## src/rtl/ahb_slave_arbiter.sv

```systemverilog
// Per-slave AHB arbiter: round-robin grant of one slave among CHANNEL_NUM masters,
// burst-length ownership hold and data-phase tracking. Optional feature: AHB_ARB_LOCK_EN.
module ahb_slave_arbiter #(
    parameter int CHANNEL_NUM = 2,
    parameter int ID_W        = $clog2(CHANNEL_NUM)
) (
    input  logic                     HCLK,
    input  logic                     HRESETn,
    input  logic [CHANNEL_NUM-1:0]   hreq,
    input  logic [CHANNEL_NUM*2-1:0] htrans_in,
    input  logic [CHANNEL_NUM*3-1:0] hburst_in,
    input  logic [CHANNEL_NUM-1:0]   hmastlock_in,
    input  logic                     hready_in,
    output logic [CHANNEL_NUM-1:0]   addr_sel,
    output logic [CHANNEL_NUM-1:0]   data_sel,
    output logic [ID_W-1:0]          owner_id
);

    localparam logic [1:0] TRANS_IDLE   = 2'd0;
    localparam logic [1:0] TRANS_NONSEQ = 2'd2;
    localparam logic [1:0] TRANS_SEQ    = 2'd3;

    localparam logic [2:0] BURST_SINGLE = 3'd0;
    localparam logic [2:0] BURST_WRAP4  = 3'd2;
    localparam logic [2:0] BURST_INCR4  = 3'd3;
    localparam logic [2:0] BURST_WRAP8  = 3'd4;
    localparam logic [2:0] BURST_INCR8  = 3'd5;
    localparam logic [2:0] BURST_WRAP16 = 3'd6;
    localparam logic [2:0] BURST_INCR16 = 3'd7;

    typedef enum logic {
        ST_IDLE,
        ST_OWN
    } state_t;

    state_t                 state_reg, state_next;
    logic [CHANNEL_NUM-1:0] addr_sel_reg, addr_sel_next;
    logic [CHANNEL_NUM-1:0] data_sel_reg, data_sel_next;
    logic [ID_W-1:0]        owner_id_reg, owner_id_next;
    logic [ID_W-1:0]        ptr_reg, ptr_next;
    logic [3:0]             beat_cnt_reg, beat_cnt_next;

    logic [1:0]             trans_arr [CHANNEL_NUM];
    logic [2:0]             burst_arr [CHANNEL_NUM];

    logic                   owner_req;
    logic [1:0]             owner_trans;
    logic [2:0]             owner_burst;
    logic                   burst_end;
    logic                   owner_rp;
    logic                   rearb;
    logic                   win_found;
    logic [ID_W-1:0]        win_id;

    generate
        for (genvar gi = 0; gi < CHANNEL_NUM; gi++) begin : g_unpack
            assign trans_arr[gi] = htrans_in[gi*2 +: 2];
            assign burst_arr[gi] = hburst_in[gi*3 +: 3];
        end
    endgenerate

    // Remaining beats after the NONSEQ; undefined-length INCR loads 0 and never ends by count
    function automatic logic [3:0] burst_remaining(input logic [2:0] burst);
        case (burst)
            BURST_WRAP4,  BURST_INCR4:  return 4'd3;
            BURST_WRAP8,  BURST_INCR8:  return 4'd7;
            BURST_WRAP16, BURST_INCR16: return 4'd15;
            default:                    return 4'd0;
        endcase
    endfunction

    assign owner_req   = hreq[owner_id_reg];
    assign owner_trans = trans_arr[owner_id_reg];
    assign owner_burst = burst_arr[owner_id_reg];

    assign burst_end = (owner_trans == TRANS_IDLE)
                    || (owner_trans == TRANS_NONSEQ && owner_burst == BURST_SINGLE)
                    || (owner_trans == TRANS_SEQ && beat_cnt_reg == 4'd1);

`ifdef AHB_ARB_LOCK_EN
    logic owner_lock;
    assign owner_lock = hmastlock_in[owner_id_reg];
    // A locked owner can only lose the slave by dropping its request
    assign owner_rp   = !owner_req || (!owner_lock && burst_end);
`else
    logic lock_unused;
    assign lock_unused = ^hmastlock_in;
    assign owner_rp    = !owner_req || burst_end;
`endif

    assign rearb = (state_reg == ST_IDLE) || owner_rp;

    // Circular scan starting one past the last granted index
    always_comb begin
        int              idx;
        logic [ID_W-1:0] idx_w;
        idx       = 0;
        idx_w     = '0;
        win_found = 1'b0;
        win_id    = ptr_reg;
        for (int k = 1; k <= CHANNEL_NUM; k++) begin
            idx = int'(ptr_reg) + k;
            if (idx >= CHANNEL_NUM) begin
                idx = idx - CHANNEL_NUM;
            end
            idx_w = ID_W'(idx);
            if (!win_found && hreq[idx_w]) begin
                win_found = 1'b1;
                win_id    = idx_w;
            end
        end
    end

    always_comb begin
        state_next    = state_reg;
        addr_sel_next = addr_sel_reg;
        data_sel_next = data_sel_reg;
        owner_id_next = owner_id_reg;
        ptr_next      = ptr_reg;
        beat_cnt_next = beat_cnt_reg;

        if (hready_in) begin
            if (state_reg == ST_OWN && owner_req && owner_trans[1]) begin
                data_sel_next = addr_sel_reg;
            end else begin
                data_sel_next = '0;
            end

            if (state_reg == ST_OWN && owner_req) begin
                if (owner_trans == TRANS_NONSEQ) begin
                    beat_cnt_next = burst_remaining(owner_burst);
                end else if (owner_trans == TRANS_SEQ && beat_cnt_reg != 4'd0) begin
                    beat_cnt_next = beat_cnt_reg - 4'd1;
                end
            end

            if (rearb) begin
                if (win_found) begin
                    state_next            = ST_OWN;
                    addr_sel_next         = '0;
                    addr_sel_next[win_id] = 1'b1;
                    owner_id_next         = win_id;
                    ptr_next              = win_id;
                end else begin
                    state_next    = ST_IDLE;
                    addr_sel_next = '0;
                    owner_id_next = '0;
                end
            end
        end
    end

    always_ff @(posedge HCLK or negedge HRESETn) begin
        if (!HRESETn) begin
            state_reg    <= ST_IDLE;
            addr_sel_reg <= '0;
            data_sel_reg <= '0;
            owner_id_reg <= '0;
            ptr_reg      <= ID_W'(CHANNEL_NUM - 1);
            beat_cnt_reg <= '0;
        end else begin
            state_reg    <= state_next;
            addr_sel_reg <= addr_sel_next;
            data_sel_reg <= data_sel_next;
            owner_id_reg <= owner_id_next;
            ptr_reg      <= ptr_next;
            beat_cnt_reg <= beat_cnt_next;
        end
    end

    assign addr_sel = addr_sel_reg;
    assign data_sel = data_sel_reg;
    assign owner_id = owner_id_reg;

endmodule

```

## config.mk

```make
export PLATFORM = sky130hd
export DESIGN_NAME = ahb_slave_arbiter
export DESIGN_NICKNAME = d
export VERILOG_FILES = /design/src/rtl/ahb_slave_arbiter.sv
export SDC_FILE = /design/constraint.sdc
export NUM_CORES = 1
export LEC_CHECK = 0
export CAP_MARGIN = 40
export CORE_AREA = 2 2 47 49
export DETAILED_ROUTE_END_ITERATION = 16
export DIE_AREA = 0 0 49 51
export PLACE_DENSITY = 0.65
export SLEW_MARGIN = 20
export SYNTH_ARGS = -nofsm -noshare
export SYNTH_HDL_FRONTEND = slang
export SYNTH_SLANG_ARGS = --single-unit
```

## constraint.sdc

```tcl
create_clock -name HCLK -period 3 [get_ports HCLK]
set_clock_uncertainty 0.2 [all_clocks]
set_input_delay 0.75 -clock HCLK [delete_from_list [all_inputs] [get_ports HCLK]]
set_output_delay 0.75 -clock HCLK [all_outputs]
set_load 0.05 [all_outputs]
```

==> results of run 1 <==
-- stage by stage --
stage          util [%]  cell area, µm²  hold WS (ps)  instances  power (µW)
5_1_grt            49.1            1010           323        127         773
6_report           49.1            1010           310        127         718
3_5_place_dp       47.3             976           273        123         601
2_1_floorplan         -             754           254         77         498
4_1_cts            49.1            1010           311        127         729
3_3_place_gp       47.3             976           278        123         592
-- power groups by stage --
stage | Sequential, µW | Clock (µW) | Combinational, µW
4_1_cts | 226 | 129 | 375
5_1_grt | 235 | 136 | 403
2_1_floorplan | 273 | 0 | 225
3_3_place_gp | 226 | 0 | 366
3_5_place_dp | 229 | 0 | 372
6_report | 225 | 122 | 371
-- cells in the mapped netlist, types with 2 or more instances --
master     count
o2111ai_1      3
ha_1           2
nand2_1        4
o21ai_0        4
dfrtp_1        9
inv_1          6
nor3_1         3
mux2i_1        4
mux2_2         4
mux2_1         2
nand3_1        3
a2bb2oi_1      2
buf_4          2
and2_1         2
nor2b_1        2
nor3b_2        2
nor2_1         4
-- metal layers --
layer	up-vias	track usage (%)
met2	16	21.9
met4	0	10.0
met5	-	0
met1	292	20.5
li1	330	-
met3	2	4.68
-- cell type report --
class	instances	area, µm²	share of cell area [%]
multi-input combinational	58	462	45.6
inverter	6	22.5	2.22
sequential	10	251	24.8
timing repair buffer	21	205	20.3
clock buffer	4	36.3	3.58
tap	28	35.0	3.46
-- kinds of logic after synthesis --
logic type,after synthesis,synth area share (%)
AO/OA/AOI/OAI,20,22.6
adder cells (fa/ha/maj),2,3.32
buffers and inverters,9,5.47
flip-flops,10,33.3
multiplexers,10,14.3
AND/OR/NAND/NOR,26,21.1
-- final timing paths --
kind	slack [ps]	start	end
min in group asynchronous	610	HRESETn	data_sel[1]
setup / recovery	590	addr_sel[0]	addr_sel[0]
max in group asynchronous	1650	HRESETn	ptr_reg
hold / removal	310	data_sel[1]	data_sel[1]
hold reg to reg	310	data_sel[1]	data_sel[1]
setup reg to reg	1040	addr_sel[1]	addr_sel[1]
==> results.md, run 1 <==
* Outcome: finished, final reports clean
* Max Transition Viols Final at 0
* Num rows at 17
* Synth warnings at 0
* Num CTS Buffers at 3
* Synth Cell Area at 754 µm²
* Largest area contributor in the netlist: dfrtp_1
* First-pass GRT wire length at 2900 µm
* Hold path depth at 2
* Clock sink count at 10
* Layout cells sized above 1 at 20.2%
* Area fraction of the dominant cell type after synthesis at 29.9%
* Worst path cell trace: clkdlybuf4s50_1
* Total number of vias at 640
* Drt total wl at 1670 µm
* HP Class: flip-flop to flip-flop
* Maximum VDD drop at 387 µV
* Post-cts resize count at 0
* Critical-path top delay cell: clkdlybuf4s50_1
* Final ANT Viol Nets at 0
* CP Depth at 1
* Critical path buffers and inverters at 1
* Met2 WL at 707 µm
* DR WL/cell at 13.2 µm
* Fmax at 414 MHz
* Clk buf depth at 2
* Combinational power share at 51.7%
* Setup WS pre-CTS at 433 ps
* Clock share of power at 17.0%
* Diode count at 0
* CTS tree: yes
* Arrival @ worst endpoint at 1460 ps
* Dpl hpwl at 1310 µm
* # nets final at 119
* Post-CTS setup buffers at 0
* Vias per cell at 5.04
* Leakage at 0.000438 µW
* Post-CTS Hold Buffers at 0
* Worst-Margin Slew at 495 ps
* Die area at 2500 µm²
* Aggregate global routing overflow at 0
* MaxCap Viol Count at 0
* Main synth FF type: dfrtp_1
* Power Dens Cells at 709 nW/µm²
* CP delay by family, top: buffers and inverters
* # setup viols final at 0
* Synthesized instance count at 77
* Top layer in use: met4
* Initial antenna violation count at 0
* Setup TNS at 0 ps
* CP startpoint kind: flip-flop
* H-tree Lvls at 1
* Final worst setup slack at 585 ps
* Max FFs per register at 4
* Die H at 51 µm
* Final min period at 2410 ps
* Final Hold Vio Count at 0
* Int Pwr at 426 µW
* Final period utilization at 80.5%
* Synth top area cells: dfrtp_1 30%, mux2_2 6.0%, mux2i_1 5.3%, dfstp_2 3.5%, o2111ai_1 3.5%
* Post-synthesis sequential area ratio at 33.3%
* Switching Fraction at 40.7%
* Clk_lat worst skew at 260 ps
* Reg2Reg Depth at 5
* # port buffers at 19
* Crit path required time at 2050 ps
* Post-synth EDFFs at 0
* CTS Root Cell: clkbuf_4
* DRT iter0 DRCs at 5
* IO Pins at 22
* Sequential power share at 31.3%
* Largest net degree at the start of global routing at 15
* Commonest non-fill, non-tap cell in the layout: clkdlybuf4s50_1
* Vias in the first global route at 645
* Met3 wire len at 96 µm
* # DRC at 0
* Worst-path fanout max at 3
* Core area at 2060 µm²
* Crit. End Element: primary output
* Unrepaired setup endpoints after global routing: no
* Switching power total at 292 µW
* CP Class: flip-flop to primary output
* Fillers at 194
* GR Util All Layers at 15.5%
* Routability cong. at 0.768
* Pre-antenna DRT Iters at 4
* Clock Pin Slew Worst Setup and Hold Paths at 70 ps
* Post-Syn Nets at 96
* Yosys reg bits at 10
* Slowest stage delay, CP at 820 ps
* Slew headroom at 66.9%
* Area Growth Syn to Fin at 34.2%
* Post-synth ARST share at 100%
* Die X at 49 µm
* Initial Utilization at 36.6%
* Post-synthesis area per instance at 9.80 µm²
* Yosys cell types at 36
* Post-Route M1 WL at 852 µm
* Commonest non-fill, non-tap cells in the layout: 19 x clkdlybuf4s50_1, 9 x dfrtp_1, 6 x inv_1
No activity file was read; power rests on OpenSTA's default activity.
==> run 2, diff against run 1 <==
clock period = 2.4 ns   (was 3 ns; I/O delays follow)
==> run 2 against run 1 <==
Effect of this change: non-clock buffer count grew 2; setup slack lost 450 ps; power grew 26%; sequential power grew 35%; combinational power grew 30%; sequential share of layout area shrank 0.60 points; worst hold slack lost 18 ps; final cell count grew 1.6%; sequential cell count is the same; via count grew 4.2%; clock power is essentially flat; cell area grew 2.5%.
==> results.md, run 2 (synthesis results as in run 1) <==
* Outcome: finished, final reports clean
* # DRC at 0
* H-tree Lvls at 1
* Non-filler instance count after layout at 129
* MaxCap Viol Count at 0
* CP delay by family, top: buffers and inverters
* Diode count at 0
* Fillers at 208
* Tot Pwr at 908 µW
* Post-cts resize count at 0
* Core area at 2060 µm²
* Slew headroom at 66.5%
* Critical-path top delay cell: clkdlybuf4s50_1
* Final min period at 2270 ps
* First-pass GRT wire length at 2940 µm
* Vias in the first global route at 678
* Crit. End Element: primary output
* Slowest stage delay, CP at 820 ps
* Total number of vias at 667
* Clock sink count at 10
* # port buffers at 19
* Drt total wl at 1690 µm
* Worst hold slack at 292 ps
* Num rows at 17
* Crit path required time at 1600 ps
* Routability cong. at 0.759
* Die area at 2500 µm²
* Post-CTS setup buffers at 0
* Final ANT Viol Nets at 0
* IO Pins at 22
* Worst path cell trace: clkdlybuf4s50_1
* Max FFs per register at 4
* Clk buf depth at 2
* DR WL/cell at 13.1 µm
* Arrival @ worst endpoint at 1470 ps
* Critical path buffers and inverters at 1
* Aggregate global routing overflow at 0
* Worst-path fanout max at 3
* Hold path start: data_sel[1]
* Die X at 49 µm
* Dpl hpwl at 1320 µm
* Final Hold Vio Count at 0
* Clk_lat worst skew at 260 ps
* Final period utilization at 94.4%
* Die H at 51 µm
* Setup TNS at 0 ps
* Vias per cell at 5.17
* DP Cell Count at 125
* Initial Utilization at 36.6%
* Worst-Margin Slew at 500 ps
* Commonest non-fill, non-tap cell in the layout: clkdlybuf4s50_1
* CTS tree: yes
* Fmax at 441 MHz
* Unrepaired setup endpoints after global routing: no
* CTS Root Cell: clkbuf_4
* # nets final at 121
* Power Dens Cells at 875 nW/µm²
* Largest net degree at the start of global routing at 16
* GR Util All Layers at 15.2%
* Reg2reg start: addr_sel[1]
* Area Growth Syn to Fin at 37.5%
* HP Class: flip-flop to flip-flop
* Commonest non-fill, non-tap cells in the layout: 17 x clkdlybuf4s50_1, 9 x dfrtp_1, 6 x inv_1
* CP Class: flip-flop to primary output
* Max Transition Viols Final at 0
* Leakage at 0.000452 µW
* DRT iter0 DRCs at 7
* Pre-antenna DRT Iters at 4
* Clock Pin Slew Worst Setup and Hold Paths at 70 ps
* Post-CTS Hold Buffers at 0
* CP startpoint kind: flip-flop
* Num CTS Buffers at 3
* Crit path launch: addr_sel[0]
* Maximum VDD drop at 455 µV
* Layout cells sized above 1 at 22.8%
* # setup viols final at 0
* Initial antenna violation count at 0
## run 2: changes by cell type in the layout (fill, tap and decap cells not counted), sizes merged
cell | before | now
buf | 2 | 6
clkdlybuf4s50 | 19 | 17
## run 2: final timing paths
path	depth (start not counted)	end	slack, ps
setup / recovery	1	addr_sel[0]	130
hold / removal	2	data_sel[1]	290
setup reg to reg	4	beat_cnt_reg[3]	430
hold reg to reg	2	data_sel[1]	290
max in group asynchronous	1	ptr_reg	1190
min in group asynchronous	1	data_sel[0]	460
## run 2: worst register-to-register path, delay by kind of cell, from the launching register on
kind	cells	cell delay, ps
simple gates	2	350
flops	1	630
mux	1	410
compound gates	1	260
## run 2: final cells by class
class | instances | area (µm²) | share of cell area, %
Tap cell | 28 | 35.0 | 3.38
Clock buffer | 4 | 26.3 | 2.53
Multi-Input combinational cell | 58 | 462 | 44.5
Timing Repair Buffer | 23 | 240 | 23.2
Sequential cell | 10 | 251 | 24.2
Inverter | 6 | 22.5 | 2.17
## run 2: per-layer routing
metal / GRT usage, % / routed length (µm) / vias to the layer above
met5: 0 / 0 / -
met4: 7.14 / 17 / 0
met3: 3.80 / 111 / 2
met2: 23.3 / 724 / 23
met1: 20.2 / 831 / 309
li1: - / - / 333
## run 2: through the flow
stage / setup slack, ps / util [%] / instance area (µm²)
CTS: 140 / 50.3 / 1040
global placement: 36.4 / 49.0 / 1010
floorplan: 328 / - / 754
global route: 99.4 / 50.3 / 1040
finish: 134 / 50.3 / 1040
detailed placement: 23.7 / 49.0 / 1010
## run 2: power breakdown
group          total [µW]  internal [µW]  switching (µW)
sequential            303            233            69.9
combinational         482            239             243
clock                 123           64.1            58.7
total                 908            536             372
